File: config.mk
export PLATFORM = sky130hd
export DESIGN_NAME = i2c_init_sequencer
export DESIGN_NICKNAME = d
export VERILOG_FILES = /design/src/rtl/i2c_init_sequencer.sv
export SDC_FILE = /design/constraint.sdc
export NUM_CORES = 1
export LEC_CHECK = 0
export CORE_AREA = 2 2 171 173
export DETAILED_ROUTE_END_ITERATION = 10
export DIE_AREA = 0 0 173 175
export GPL_TIMING_DRIVEN = 0
export HOLD_SLACK_MARGIN = 0.1
export PLACE_DENSITY = 0.78
export SLEW_MARGIN = 10
export SYNTH_ARGS = -nofsm -noshare
export SYNTH_HDL_FRONTEND = slang
export SYNTH_SLANG_ARGS = --single-unit
File: constraint.sdc
create_clock -name clk -period 4.75 [get_ports clk]
set_input_delay 1.425 -clock clk [delete_from_list [all_inputs] [get_ports clk]]
set_output_delay 1.425 -clock clk [all_outputs]
set_load 0.03 [all_outputs]
File: src/rtl/i2c_init_sequencer.sv
// Plays a register-write table out to an I2C master, one handshake per entry,
// with an idle gap between transfers and a timeout on master acceptance.
module i2c_init_sequencer #(
    parameter int unsigned DEPTH      = 16,
    parameter int unsigned AW         = 4,
    parameter int unsigned GAP_CYCLES = 16,
    parameter int unsigned TIMEOUT    = 255
) (
    input  logic          clk,
    input  logic          reset,
    input  logic          tbl_we,
    input  logic [AW-1:0] tbl_addr,
    input  logic [23:0]   tbl_wdata,
    input  logic          go,
    input  logic [AW:0]   len,
    input  logic          m_ready,
    output logic          m_start,
    output logic [7:0]    m_dev_id,
    output logic [7:0]    m_reg_id,
    output logic [7:0]    m_data,
    output logic          busy,
    output logic          done,
    output logic          error,
    output logic [AW-1:0] idx
);

    localparam int unsigned TW = (TIMEOUT < 1) ? 1 : $clog2(TIMEOUT + 1);
    localparam int unsigned GW = (GAP_CYCLES < 1) ? 1 : $clog2(GAP_CYCLES + 1);
    localparam logic [TW-1:0] TMAX  = TW'(TIMEOUT);
    localparam logic [GW-1:0] GLAST = GW'((GAP_CYCLES == 0) ? 0 : GAP_CYCLES - 1);
    localparam logic [AW:0]   LMAX  = (AW + 1)'(DEPTH);

    typedef enum logic [2:0] {
        S_IDLE,
        S_LOAD,
        S_ISSUE,
        S_ACCEPT,
        S_COMPLETE,
        S_GAP
    } state_t;

    state_t        state_q, state_d;
    logic [AW:0]   len_q, len_d;
    logic [AW-1:0] idx_q, idx_d;
    logic [23:0]   fld_q, fld_d;
    logic          start_q, start_d;
    logic          done_q, done_d;
    logic          err_q, err_d;
    logic [TW-1:0] tcnt_q, tcnt_d;
    logic [GW-1:0] gcnt_q, gcnt_d;

    // Table is never reset; the in-flight copy lives in fld_q
    logic [23:0]   tbl_q [DEPTH];

    always_ff @(posedge clk) begin
        if (!reset && tbl_we && (32'(tbl_addr) < DEPTH)) begin
            tbl_q[tbl_addr] <= tbl_wdata;
        end
    end

    always_comb begin
        state_d = state_q;
        len_d   = len_q;
        idx_d   = idx_q;
        fld_d   = fld_q;
        start_d = start_q;
        done_d  = 1'b0;
        err_d   = err_q;
        tcnt_d  = tcnt_q;
        gcnt_d  = gcnt_q;
        case (state_q)
            S_IDLE: begin
                start_d = 1'b0;
                if (go) begin
                    if ((len != '0) && (len <= LMAX)) begin
                        len_d   = len;
                        idx_d   = '0;
                        err_d   = 1'b0;
                        state_d = S_LOAD;
                    end else begin
                        done_d = 1'b1;
                    end
                end
            end
            S_LOAD: begin
                fld_d   = tbl_q[idx_q];
                state_d = S_ISSUE;
            end
            S_ISSUE: begin
                if (m_ready) begin
                    start_d = 1'b1;
                    tcnt_d  = '0;
                    state_d = S_ACCEPT;
                end
            end
            S_ACCEPT: begin
                if (!m_ready) begin
                    start_d = 1'b0;
                    state_d = S_COMPLETE;
                end else begin
                    tcnt_d = tcnt_q + 1'b1;
                    if (tcnt_d >= TMAX) begin
                        err_d   = 1'b1;
                        start_d = 1'b0;
                        state_d = S_IDLE;
                    end
                end
            end
            S_COMPLETE: begin
                if (m_ready) begin
                    gcnt_d  = '0;
                    state_d = S_GAP;
                end
            end
            S_GAP: begin
                // GLAST is 0 for a zero gap, so the state still lasts one cycle
                if (gcnt_q == GLAST) begin
                    if ({1'b0, idx_q} == (len_q - 1'b1)) begin
                        done_d  = 1'b1;
                        state_d = S_IDLE;
                    end else begin
                        idx_d   = idx_q + 1'b1;
                        state_d = S_LOAD;
                    end
                end else begin
                    gcnt_d = gcnt_q + 1'b1;
                end
            end
            default: begin
                start_d = 1'b0;
                state_d = S_IDLE;
            end
        endcase
    end

    always_ff @(posedge clk) begin
        if (reset) begin
            state_q <= S_IDLE;
            len_q   <= '0;
            idx_q   <= '0;
            fld_q   <= '0;
            start_q <= 1'b0;
            done_q  <= 1'b0;
            err_q   <= 1'b0;
            tcnt_q  <= '0;
            gcnt_q  <= '0;
        end else begin
            state_q <= state_d;
            len_q   <= len_d;
            idx_q   <= idx_d;
            fld_q   <= fld_d;
            start_q <= start_d;
            done_q  <= done_d;
            err_q   <= err_d;
            tcnt_q  <= tcnt_d;
            gcnt_q  <= gcnt_d;
        end
    end

    assign m_start  = start_q;
    assign m_dev_id = fld_q[23:16];
    assign m_reg_id = fld_q[15:8];
    assign m_data   = fld_q[7:0];
    assign busy     = (state_q != S_IDLE);
    assign done     = done_q;
    assign error    = err_q;
    assign idx      = idx_q;

endmodule
# Yosys cells after proc, flatten, opt, wreduce, memory -nomap -nowiden
# Memories as Yosys holds them, arrays and structs flattened. A register that Yosys moved wholly into a read port is not among the register bits.
# Index checks and enable logic that the tools add are counted.
# Widths: inputs -> output; s select.
dict set report word_totals {
  mem_count 1
  ram_bits 384
  latch_bits 0
  out_inout_bits 32
  in_bits 38
  rom_bits 0
  word_cells 87
  reg_bits 28
}
dict set report op_classes {
  magnitude_cmp 2
  mul 0
  eq_ne 17
  muxes 36
  reduce_logical 18
  bitwise_logic 1
  addsub 4
  div_mod_pow 0
  shift 0
}
# name words width rd rd_clocked_by_memory_dff write_ports line_no
set mem_list {}
lappend mem_list {tbl_q 16 24 1 1 1 53} ;# logic [23:0] tbl_q [DEPTH];
# operator count
set op_table {}
lappend op_table {{$mux 3} 7}
lappend op_table {{$ne 2x2->1 const B} 9}
lappend op_table {{$pmux 3 s6} 1}
lappend op_table {{$mux 4} 4}
lappend op_table {{$mux 8} 2}
lappend op_table {{$pmux 8 s2} 1}
lappend op_table {{$mux 1} 14}
lappend op_table {{$reduce_and 3->1} 4}
lappend op_table {{$mux 5} 2}
lappend op_table {{$pmux 5 s2} 1}
lappend op_table {{$reduce_and 5->1} 2}
lappend op_table {{$add 8x1->8 const B} 1}
lappend op_table {{$ge 8x8->1 const B} 1}
lappend op_table {{$pmux 4 s2} 1}
lappend op_table {{$reduce_bool 2->1} 4}
lappend op_table {{$eq 3x2->1 const B} 2}
lappend op_table {{$eq 3x3->1 const B} 2}
lappend op_table {{$reduce_and 6->1} 1}
lappend op_table {{$add 5x1->5 const B} 1}
lappend op_table {{$eq 4x5->1} 1}
lappend op_table {{$eq 5x4->1 const B} 1}
lappend op_table {{$le 5x5->1 const B} 1}
lappend op_table {{$reduce_bool 5->1} 1}
lappend op_table {{$sub 5x1->5 const B} 1}
lappend op_table {{11 further kinds} 13}

# Depth between registers and ports, before layout
# Gate-level depths: netlist (run 1).
dict set report logic_depth {
  word_depth 5
  ltp_mapped 8
  depth_no_buf 8
}

# Worst setup path after synthesis (run 1)
# Ideal clock, no wire load.
dict set report synth_path {
  path_kind {in2reg}
  from {in reset}
  to {mem tbl_q[8][0] (enable)}
  slack_ns 0.560
  path_stages 3
  setup_time_ns 0.435
  arrival_time_ns 3.755
  path_cell_list {nand2b_1 or3b_2 nor3_1}
}
dict set report synth_via {
  elab_chain_cells 4
}
# item line_no
set synth_rtl {}
lappend synth_rtl {{from (decl)} 10} ;# input logic reset,
lappend synth_rtl {{$logic_not 1->1} 56} ;# if (!reset && tbl_we && (32'(tbl_addr) < DEPTH)) begin
lappend synth_rtl {{$logic_and 1x1->1} 56}
lappend synth_rtl {{$mux 1} 56}
lappend synth_rtl {{$mux 1 (implied by the code)} 57} ;# tbl_q[tbl_addr] <= tbl_wdata;
lappend synth_rtl {{to (decl)} 53}
# No other way between the ends.

# Final worst setup path (run 1)
dict set report layout_path {
  from {reg state_q[0]}
  to {out busy}
}
dict set report layout_via {
  elab_chain_cells 1
}
# item line_no
set layout_rtl {}
lappend layout_rtl {{from (decl)} 42} ;# state_t state_q, state_d;
lappend layout_rtl {{from (signal assigned)} 148} ;# state_q <= state_d;
lappend layout_rtl {{$reduce_bool 3->1} 164} ;# assign busy = (state_q != S_IDLE);
lappend layout_rtl {{to (decl)} 21} ;# output logic busy,
# No other way between the ends.

==> results of run 1 <==
-- state kept, by name (all words and copies together), names as in the netlist, 3 cells and up --
register	count
tbl_q	384
fld_q	24
tcnt_q	8
gcnt_q	5
len_q	5
idx	4
state_q	3
-- routing by layer --
layer / GRT usage / vias to the layer above / wire length (um)
met5: 0 / - / 0
li1: - / 3886 / -
met3: 0.0435 / 103 / 2940
met4: 0.101 / 0 / 1330
met1: 0.344 / 4680 / 14900
met2: 0.458 / 492 / 20200
-- layout by cell type (no fill, tap or decap), drive strengths merged, types with 20 or more instances in the layout --
cell	instances
mux4	96
nand2	20
clkbuf	83
o21ai	31
a21oi	41
nor2	60
mux2i	50
clkdlybuf4s50	68
edfxtp	384
buf	46
dfxtp	52
-- logic make-up (layout without fill, tap and decap cells) --
group,count (synthesis),in the layout,synth area share
flops,436,436,0.744
mux,146,146,0.158
simple gates,139,139,0.0389
compound gates,102,102,0.0356
buf+inv,53,222,0.0150
xor+xnor,9,9,0.00466
fa+ha+maj,6,6,0.00444
-- power groups by stage --
| stage | Sequential (mW) | Combinational [mW] | Clock [mW] |
|---|---|---|---|
| final | 4.27 | 0.351 | 3.41 |
| after detailed placement | 4.35 | 0.345 | 0 |
| after floorplan | 4.38 | 0.121 | 0 |
| after global routing | 4.27 | 0.375 | 3.59 |
| after CTS | 4.27 | 0.350 | 3.44 |
| after global placement | 4.34 | 0.321 | 0 |
-- final cells by class --
class | count | area, sq um
sequential | 436 | 12600
fill | 1725 | 8400
multi-input combinational | 402 | 4190
clock buffer | 60 | 1160
timing repair buffer | 92 | 1090
tap | 384 | 480
clock inverter | 17 | 246
buffer | 45 | 224
inverter | 8 | 30.0
-- critical path, stage by stage (launching register included) --
cell,delay (ps)
dfxtp_1,290
clkbuf_1,190
nor3_1,730
inv_1,80
clkdlybuf4s50_1,610
-- cells in the mapped netlist (3+ instances only) --
master / count / area, sq um
nand2b_1: 5 / 31.3
and3_1: 3 / 18.8
nor2b_1: 5 / 31.3
edfxtp_1: 384 / 11500
nor3_1: 9 / 45.0
o21a_1: 3 / 22.5
buf_1: 6 / 22.5
dfxtp_1: 52 / 1040
or3_1: 4 / 25.0
inv_1: 8 / 30.0
a21boi_0: 3 / 22.5
ha_1: 6 / 75.1
o21ai_0: 31 / 155
buf_2: 11 / 55.1
mux4_2: 96 / 2160
a31oi_1: 4 / 25.0
nand4b_1: 3 / 26.3
clkbuf_1: 23 / 86.3
a21oi_1: 41 / 205
nand3_1: 16 / 80.1
nor2_1: 60 / 225
nand2_1: 20 / 75.1
xor2_1: 7 / 61.3
mux2i_1: 50 / 500
-- worst max-delay path by stage --
stage	start	to	slack, ps	depth (start not counted)
finish	state_q[0]	busy	870	4
global route	state_q[0]	busy	690	4
CTS	state_q[0]	busy	870	4
detailed placement	reset	tbl_q[12][14]	540	6
global placement	reset	tbl_q[8][18]	-1890	4
floorplan	reset	tbl_q[8][0]	560	3
-- per-stage QoR --
stage                     worst slack [ps]  hold WS (ps)
after floorplan                        560           449
after global placement               -1890           448
after detailed placement               540           461
after CTS                              868           474
after global routing                   688           502
final                                  873           472
==> run_results.csv, run 1 <==
group,metric,value,unit
die,die_area,0.0303,sq mm
clocking,cts.sinks,436,
clocking,postCtsSetupBuffers,0,
power,p_leak,6.14,nW
detailed_routing,routed_wl,39400,um
global_route,grt_usage,0.266,
clocking,cts_tree,"done",
timing,fmax,0.258,GHz
setup_path,cp.arrival,2450,ps
timing,setup_viol,0,
setup_path,criticalPathCategory,"reg2out",
place,placed_cell_area,0.0186,sq mm
detailed_routing,routed_via_density,6.34,
power,p_per_area,402,mW/mm^2
detailed_routing,drc_errors,0,
timing,hold_viol,0,
die,die_w,173,um
clocking,cts_resized,0,
detailed_routing,dr.pass1.iters,5,
clocking,clk_latency,540,ps
global_route,grt_max_degree,20,
die,row_count,62,
setup_path,cp_data_required_time,3320,ps
synthesis,ys.flop_type,"edfxtp_1",
job,maxCapViolations,0,
timing,min_period,3880,ps
clocking,cts.clk_slew.worst_paths,60,ps
timing,relSlewSlack,0.234,
cells_and_area,layout.nets,1072,
cells_and_area,antenna_cells,0,
synthesis,avgSynthCellArea,19.0,sq um
setup_path,setup.worst_path.end_class,"output port",
cells_and_area,fin_util,0.704,
synthesis,synth-edff-count,384,
detailed_routing,routedWlPerCell,27.3,um
cells_and_area,fin_cells,1444,
die,initial_core_util,0.595,
power,p_comb_frac,0.044,
power,total_power,8.03,mW
die,die_h,175,um
cells_and_area,layout-drive-gt1-share,0.200,
timing,min_period_over_period,0.816,
synthesis,synth_nets,935,
power,pwr-share-clk,0.425,
synthesis,netlist_area,0.0169,sq mm
timing,setup_tns,0,ps
min_path,min_from,"error",
power,p_int,6.40,mW
place,place.gp.congestion,0.826,
clocking,ctsHoldBuffers,0,
clocking,cts_root_buffer,"clkbuf_16",
clocking,cts_buffers,43,
setup_path,ff2ff_path_depth,6,
clocking,h-tree-depth,2,
synthesis,yosysUniqueCellTypes,52,
place,dp_cells,1367,
timing,rsz0062_at_grt,"no",
min_path,whs_path_depth,1,
run_status,status,"finished clean",
synthesis,yosysWarnings,0,
timing,tightest_slew,1150,ps
power,p_switching,1.64,mW
detailed_routing,vias,9161,
setup_path,worst_r2r_endpoint,"fld_q[11]",
setup_path,start_kind,"flop",
setup_path,r2r_start,"idx[1]",
synthesis,seq_area_frac_synth,0.744,
cells_and_area,final_area,0.0200,sq mm
clocking,clockBufferDepth,3,
power,seqPwrFrac,0.531,
power,ir_worst_vdd,0.369,mV
min_path,holdPathEnd,"error",
synthesis,async_flop_share,0,
timing,finalMaxSlewViolations,0,
power,swShare,0.204,
cells_and_area,area_delta_synth_final,18.3,%
place,hpwl,23900,um
global_route,grt_pass1_wl,58600,um
die,ioPinCount,70,
die,coreArea,0.0284,sq mm
min_path,hp-class,"reg2reg",
global_route,grt_pass1_vias,9423,
global_route,grt-ovfl-total,0,
global_route,antenna_found_initial,0,
synthesis,synth_seq_cells,436,
synthesis,synth_cells,891,
detailed_routing,dr.first_iter.drc_count,957,
setup_path,crit_fanout,9,
place,numPortBuffers,68,
setup_path,r2r_slack,2240,ps
timing,skew,9.69,ps
detailed_routing,ant_nets,0,
Power figures use the tool's default switching activity.
==> run 2: changes to the inputs <==
- clock period: 4.75 -> 3.8 ns (I/O delays scaled with it)
==> run 2 against run 1 <==
  * Total power increased by 30%
  * First-iteration DRC count is 14% higher
  * Final cell count is 0.14% higher
  * Register-to-register slack worse by 1100 ps
  * Clock power grew 37%
  * Global-route usage grew 0.44 points
  * Critical endpoint unchanged
  * Largest cell class unchanged
==> run_results.csv, run 2 (synthesized netlist as in run 1, its figures left out) <==
group,metric,value,unit
run_status,status,"finished clean",
clocking,cts.sinks,436,
cells_and_area,top_register,"tbl_q",
job,maxCapViolations,0,
setup_path,slowest_stage,"nor3_1",
place,numPortBuffers,68,
cells_and_area,layout.nets,1071,
clocking,cts.clk_slew.worst_paths,60,ps
setup_path,start_kind,"flop",
place,hpwl,23100,um
place,dp_slack,112,ps
detailed_routing,routedWlPerCell,27.8,um
global_route,grt-ovfl-total,0,
setup_path,criticalPathCategory,"reg2out",
detailed_routing,routed_via_density,6.48,
power,p_per_area,517,mW/mm^2
clocking,cts_root_buffer,"clkbuf_16",
detailed_routing,vias,9368,
timing,finalWorstSetupSlack,216,ps
setup_path,cp_data_required_time,2660,ps
clocking,clockBufferDepth,3,
detailed_routing,wl_met1,14900,um
clocking,postCtsSetupBuffers,0,
global_route,antenna_found_initial,1,
power,ir_worst_vdd,0.384,mV
global_route,grt_max_degree,20,
timing,min_period_over_period,0.943,
cells_and_area,final_common_cell,"edfxtp_1",
timing,relSlewSlack,0.313,
timing,rsz0062_at_grt,"no",
die,coreArea,0.0284,sq mm
global_route,grt_pass1_wl,59800,um
cells_and_area,reg_top3,"tbl_q: 384 flops, fld_q: 24 flops, tcnt_q: 8 flops",
global_route,grt_usage,0.270,
detailed_routing,drc_errors,0,
global_route,grt_pass1_vias,9586,
detailed_routing,dr.pass1.iters,5,
clocking,cts_tree,"done",
place,dp_cells,1366,
timing,fmax,0.279,GHz
cells_and_area,final_cell_mix,"edfxtp_1, mux4_2, clkdlybuf4s50_1",
die,die_w,173,um
detailed_routing,ant_nets,0,
cells_and_area,area_delta_synth_final,19.3,%
timing,finalMaxSlewViolations,0,
setup_path,slowest_delay,740,ps
timing,skew,9.59,ps
place,place.gp.congestion,0.816,
place,placed_cell_area,0.0186,sq mm
die,die_area,0.0303,sq mm
cells_and_area,layout-drive-gt1-share,0.209,
setup_path,cp.arrival,2440,ps
clocking,clk_latency,540,ps
clocking,ctsHoldBuffers,0,
detailed_routing,top_layer,"met4",
detailed_routing,wl_met3,3650,um
cells_and_area,n_fill_cell,1641,
die,initial_core_util,0.595,
setup_path,setup.worst_path.end_class,"output port",
clocking,h-tree-depth,2,
die,row_count,62,
timing,hold_viol,0,
timing,tightest_slew,1030,ps
die,ioPinCount,70,
cells_and_area,largest_register_ffs,384,
clocking,cts_resized,0,
cells_and_area,final_area,0.0202,sq mm
die,die_h,175,um
min_path,hp-class,"reg2reg",
timing,setup_tns,0,ps
setup_path,crit_fanout,9,
detailed_routing,routed_wl,40200,um
timing,min_period,3580,ps
power,p_leak,6.23,nW
power,total_power,10.4,mW
detailed_routing,dr_wl_met2,20000,um
cells_and_area,fin_cells,1446,
clocking,cts_buffers,43,
setup_path,path_cells,"clkbuf_1 -> nor3_1 -> inv_1 -> clkdlybuf4s50_1",
timing,setup_viol,0,
detailed_routing,dr.first_iter.drc_count,1089,
-- run 2: cell count changes in the layout (fill, tap and decap cells not counted), sizes merged --
| cell | delta |
|---|---|
| bufinv | +3 |
| buf | -1 |
| clkbuf | -1 |
| clkinv | +1 |
| diode | +1 |
| inv | -1 |
-- run 2: path summary, 6_finish.rpt --
check / startpoint / endpoint / slack, ps / cells past startpoint
setup reg to reg: idx[1] / fld_q[10] / 1150 / 6
hold / removal: error / error / 480 / 1
setup / recovery: state_q[0] / busy / 220 / 4
hold reg to reg: error / error / 480 / 1
-- run 2: layer usage --
layer,global-route usage,vias to the layer above
li1,-,3891
met2,0.442,592
met4,0.125,0
met1,0.356,4769
met3,0.0531,116
met5,0,-
-- run 2: worst max-delay path: cells and delay by family (launching register included) --
kind | cells | cell delay, ps
simple gates | 1 | 740
buf+inv | 3 | 880
flops | 1 | 300
-- run 2: cell type report --
class / count / area [sq um] / share of cell area
multi-input cells: 402 / 4190 / 0.208
clock inverters: 20 / 327 / 0.0162
flip-flops and latches: 436 / 12600 / 0.623
inverters: 8 / 30.0 / 0.00149
repair buffers: 91 / 1100 / 0.0546
plain buffers: 45 / 224 / 0.0111
well taps: 384 / 480 / 0.0238
diodes: 1 / 2.50 / 0.000124
clock buffers: 59 / 1240 / 0.0614
-- run 2: where the power goes --
| part | internal [mW] | leakage [nW] | switching, mW |
|---|---|---|---|
| sequential | 5.29 | 3.88 | 0.0396 |
| clock | 2.89 | 0.764 | 1.76 |
| combinational | 0.155 | 1.59 | 0.285 |
| total | 8.34 | 6.23 | 2.09 |
-- run 2: metrics by stage --
stage	utilization	hold slack, ps
final	0.710	481
after global routing	0.710	494
after CTS	0.710	483
after detailed placement	0.655	468
after global placement	0.636	447
after floorplan	-	449
